--- config.mk ---
export PLATFORM = sky130hd
export DESIGN_NAME = change_dispenser
export DESIGN_NICKNAME = d
export VERILOG_FILES = /design/src/rtl/change_dispenser.sv
export SDC_FILE = /design/constraint.sdc
export NUM_CORES = 1
export LEC_CHECK = 0
export ABC_CLOCK_PERIOD_IN_PS = 4300
export CAP_MARGIN = 20
export CORE_MARGIN = 2
export CORE_UTILIZATION = 50
export DETAILED_ROUTE_END_ITERATION = 12
export DONT_BUFFER_PORTS = 1
export SLEW_MARGIN = 20
export SYNTH_ARGS = -nofsm -noshare
export SYNTH_HDL_FRONTEND = slang
export SYNTH_SLANG_ARGS = --single-unit
--- constraint.sdc ---
create_clock -name clk -period 4.3 [get_ports clk]
set_clock_uncertainty 0.05 [all_clocks]
set_input_delay 1.075 -clock clk [delete_from_list [all_inputs] [get_ports clk]]
set_output_delay 1.075 -clock clk [all_outputs]
set_load 0.03 [all_outputs]
--- src/rtl/change_dispenser.sv ---
// Greedy coin-change dispenser: latches a balance, presents the largest fitting coin
// each cycle until the downstream ejector accepts it, then reports the undispensable residue.
module change_dispenser #(
    parameter  int unsigned kCoin0Value = 100,
    parameter  int unsigned kCoin1Value = 500,
    parameter  int unsigned kCoin2Value = 1000,
    localparam int unsigned kNumCoins   = 3,
    localparam int unsigned kBalW       = 31
) (
    input  logic                 clk,
    input  logic                 reset_n,
    input  logic                 i_start,
    input  logic [kBalW-1:0]     i_balance,
    input  logic                 i_ready,
    output logic [kNumCoins-1:0] o_return_coin,
    output logic                 o_valid,
    output logic                 o_busy,
    output logic                 o_done,
    output logic [kBalW-1:0]     o_residue
);

    localparam logic [kBalW-1:0] kC0 = kBalW'(kCoin0Value);
    localparam logic [kBalW-1:0] kC1 = kBalW'(kCoin1Value);
    localparam logic [kBalW-1:0] kC2 = kBalW'(kCoin2Value);

    typedef enum logic [1:0] {
        IDLE,
        DISPENSE,
        DONE
    } state_t;

    state_t               state;
    state_t               state_nx;
    logic [kBalW-1:0]     remaining;
    logic [kBalW-1:0]     remaining_nx;
    logic [kBalW-1:0]     residue_nx;
    logic [kBalW-1:0]     coin_val;
    logic [kNumCoins-1:0] coin_nx;
    logic                 valid_nx;
    logic                 busy_nx;
    logic                 done_nx;

    // Value of the coin currently on the bus; only meaningful while o_valid is set.
    always_comb begin
        coin_val = '0;
        if (o_return_coin[2]) begin
            coin_val = kC2;
        end else if (o_return_coin[1]) begin
            coin_val = kC1;
        end else if (o_return_coin[0]) begin
            coin_val = kC0;
        end
    end

    // Next-state logic; outputs are precomputed from the next state so they leave registers.
    always_comb begin
        state_nx     = state;
        remaining_nx = remaining;
        residue_nx   = o_residue;
        coin_nx      = '0;
        valid_nx     = 1'b0;
        busy_nx      = 1'b0;
        done_nx      = 1'b0;

        case (state)
            IDLE: begin
                if (i_start) begin
                    remaining_nx = i_balance;
                    state_nx     = DISPENSE;
                end
            end
            DISPENSE: begin
                if (remaining >= kC0) begin
                    if (o_valid && i_ready) begin
                        remaining_nx = remaining - coin_val;
                    end
                end else begin
                    residue_nx = remaining;
                    state_nx   = DONE;
                end
            end
            DONE: begin
                state_nx = IDLE;
            end
            default: begin
                state_nx = IDLE;
            end
        endcase

        valid_nx = (state_nx == DISPENSE) && (remaining_nx >= kC0);
        busy_nx  = (state_nx != IDLE);
        done_nx  = (state_nx == DONE);

        // Largest coin not exceeding what is left, so the subtraction cannot underflow.
        if (valid_nx) begin
            if (remaining_nx >= kC2) begin
                coin_nx = 3'b100;
            end else if (remaining_nx >= kC1) begin
                coin_nx = 3'b010;
            end else begin
                coin_nx = 3'b001;
            end
        end
    end

    always_ff @(posedge clk or negedge reset_n) begin
        if (!reset_n) begin
            state         <= IDLE;
            remaining     <= '0;
            o_residue     <= '0;
            o_return_coin <= '0;
            o_valid       <= 1'b0;
            o_busy        <= 1'b0;
            o_done        <= 1'b0;
        end else begin
            state         <= state_nx;
            remaining     <= remaining_nx;
            o_residue     <= residue_nx;
            o_return_coin <= coin_nx;
            o_valid       <= valid_nx;
            o_busy        <= busy_nx;
            o_done        <= done_nx;
        end
    end

endmodule

==> flow_metrics.env <==
export IMPL_cts_max_level=3
export IMPL_ant_nets=0
export IMPL_coreArea_um2=7810
export IMPL_yosysMostFrequentCell="dfrtp_1"
export IMPL_cts_setup_buffers=0
export IMPL_yosysSeqAreaShare_pct=43.1
export IMPL_hold_viol_final=0
export IMPL_grt_max_degree=71
export IMPL_synthTopCellsByArea="dfrtp_1, nor2b_1, nand2_1"
export IMPL_maxCapViolCount=0
export IMPL_tritoncts="built"
export IMPL_drc_errors=0
export IMPL_yosys_area_top_type_share_pct=43.1
export IMPL_pin_count=72
export IMPL_routed_wl_um=11300
export IMPL_grtUsageTotal_pct=26.8
export IMPL_die_h_um=94.1
export IMPL_syn2layout_area_growth_pct=9.05
export IMPL_cp_end_kind="flop"
export IMPL_critPathKind="reg -> reg"
export IMPL_critPathMaxFanout=8
export IMPL_vias=3514
export IMPL_worstMarginPinSlew_ns=0.869
export IMPL_r2r_end="o_valid"
export IMPL_rsz0062_at_grt="false"
export IMPL_grt_overflow_total=0
export IMPL_outcome="complete, no violations"
export IMPL_min_period_over_period_pct=93.0
export IMPL_reg2reg_slack_ns=0.30
export IMPL_dr_pass1_iters=5
export IMPL_reg2reg_from="o_return_coin[1]"
export IMPL_instances_no_fill=541
export IMPL_clock_sinks=70
export IMPL_synth_nets=475
export IMPL_dp_cells=525
export IMPL_initial_core_util_pct=52.0
export IMPL_min_period_ns=4.00
export IMPL_multi_input_area_um2=2170
export IMPL_cts_resized=0
export IMPL_first_global_vias=3333
export IMPL_nets=476
export IMPL_clkSlewWorstSetupHoldPaths_ns=0.09
export IMPL_cts_buffers_inserted=9
export IMPL_ys_seq_elements=70
export IMPL_drive_above_1_share_pct=11.2
export IMPL_drt_iter0_drc=261
export IMPL_cts_hold_fix_buffers=0
export IMPL_synth_top_area_cell="dfrtp_1"
export IMPL_synth_edf_count=0
export IMPL_die_area_um2=8860
export IMPL_filler_cell_count=715
export IMPL_die_width_um=94.1
export IMPL_avgSynthCellArea_um2=9.38
export IMPL_clock_latency_ns=0.36
export IMPL_dp_hpwl_um=7940
export IMPL_viasPerCell=6.50
export IMPL_diodes=0
export IMPL_async_flop_share_pct=100
export IMPL_regArea_um2=1750
export IMPL_fmax_ghz=0.250
export IMPL_max_slew_margin_rel_pct=42.0
export IMPL_post_synth_inst_count=433
export IMPL_antenna_found_initial=0
export IMPL_syn_area_um2=4060
export IMPL_rows=32
export IMPL_worstPathRequired_ns=4.49
export IMPL_cts_max_path_buffers=2
export IMPL_yosysWarnings=0
export IMPL_dominantRegCellSynth="dfrtp_1"
export IMPL_grt_pass1_wl_um=18000
export IMPL_setup_violations=0
export IMPL_place_ws_ns=0.396
export IMPL_slew_violations=0
export IMPL_fin_tns_setup_ns=0
export IMPL_gp_congestion=0.952
export IMPL_p_leak_uw=0.00194
export IMPL_setup_slack_ns=0.299
export IMPL_vdd_drop_max_mv=0.239
export IMPL_critPathLaunchType="flop"
export IMPL_port_buffers=0
export IMPL_powerDensity_nw_per_um2=460
export IMPL_arrival_ns=4.19
export IMPL_r2r_cells=12
export IMPL_wl_per_cell_um=20.8
export IMPL_hold_class="in -> async"
export IMPL_root_buffer="clkbuf_8"
export IMPL_synth_cell_types=64
export IMPL_ys_top_cells_by_count="dfrtp_1, nand2_1, nor2_1, nor2b_1, a21oi_1"
==> routing by layer <==
layer / wire (um) / vias up / global-route usage [%]
met3: 847 / 16 / 7.38
met5: 0 / - / 0
met1: 5330 / 1726 / 39.8
met2: 4960 / 139 / 38.6
li1: - / 1633 / -
met4: 142 / 0 / 7.00
==> cell usage in the layout, fill, tap and decap left out, types with 3 or more instances in the layout <==
cell type,netlist,final
o31a_1,4,4
or4_1,4,4
nand4_1,7,7
nand2b_1,7,7
a311o_1,3,3
inv_1,13,13
nand2_1,35,35
o21ai_0,15,15
o221ai_1,3,3
xor2_1,3,3
o211ai_1,6,6
mux2_2,7,7
and2_1,5,5
nor4_1,8,8
mux2i_1,6,6
nor3_1,7,7
a21oi_1,22,22
nor2_1,33,32
a22oi_1,3,3
clkbuf_8,0,10
dfrtp_1,70,70
a211oi_1,4,4
o22a_1,13,13
ha_1,6,6
buf_4,0,13
nor2b_1,32,32
nand3_1,9,9
and3_1,4,4
a31oi_1,9,9
o211a_1,3,3
o22ai_1,21,21
a311oi_1,3,3
or3_1,5,5
and4_1,3,3
==> worst max-delay path: stages, from the launching register on <==
cell and delay [ns]:
dfrtp_1 0.38, or2_2 0.37, nor2_1 0.15, ha_1 0.29, o211ai_1 0.11, a21oi_1 0.12, o311ai_0 0.76, nand3_1 0.32
mux2i_1 0.22, a21oi_1 0.11, nor4_1 0.39, nand4_1 0.27, o31a_1 0.34
==> power breakdown <==
group          switching (uW)  leakage, uW  internal, uW
combinational             298     0.000957           240
sequential                142     0.000875           738
clock                     274     0.000113           346
total                     714      0.00194          1320
==> per-stage QoR <==
stage | cell area, um2 | hold slack [ns] | power, uW | utilization, %
finish | 4430 | 0.352 | 2040 | 56.7
global route | 4430 | 0.330 | 2150 | 56.7
CTS | 4430 | 0.344 | 2030 | 56.7
detailed placement | 4200 | 0.421 | 1410 | 53.8
global placement | 4200 | 0.401 | 1410 | 53.8
floorplan | 4060 | 0.390 | 1260 | -
==> cell type report <==
class,instances,share of cell area [%]
clock buffers,10,3.11
repair buffers,13,2.20
flip-flops and latches,70,39.5
multi-input cells,327,49.1
inverters,13,1.10
clock inverters,6,2.12
well taps,102,2.88
==> cells by family (layout without fill, tap and decap cells) <==
| kind of cell | Yosys count | count (layout) | share of synthesized area [%] |
|---|---|---|---|
| adders and majority gates | 7 | 7 | 2.34 |
| xor gates and xnor gates | 3 | 3 | 0.647 |
| AOI/OAI and AO/OA | 131 | 131 | 22.9 |
| DFF | 70 | 70 | 43.1 |
| muxes | 13 | 13 | 3.42 |
| buffers and inverters | 36 | 42 | 3.45 |
| and+or+nand+nor | 173 | 173 | 24.1 |
==> sequential cells by signal, summed over array words and instances (netlist names) <==
name / cells
o_residue: 31
remaining: 31
o_return_coin: 3
state: 2
o_busy: 1
o_done: 1
o_valid: 1
==> worst max-delay path by stage <==
stage                     start       to  slack (ns)  depth (start not counted)
2_1_floorplan  o_return_coin[2]  o_valid        0.48                         13
3_3_place_gp   o_return_coin[1]  o_valid        0.45                         12
3_5_place_dp   o_return_coin[1]  o_valid        0.40                         12
4_1_cts        o_return_coin[0]  o_valid        0.37                         13
5_1_grt        o_return_coin[1]  o_valid        0.09                         12
6_report       o_return_coin[1]  o_valid        0.30                         12
(Power assumes the default switching activity.)
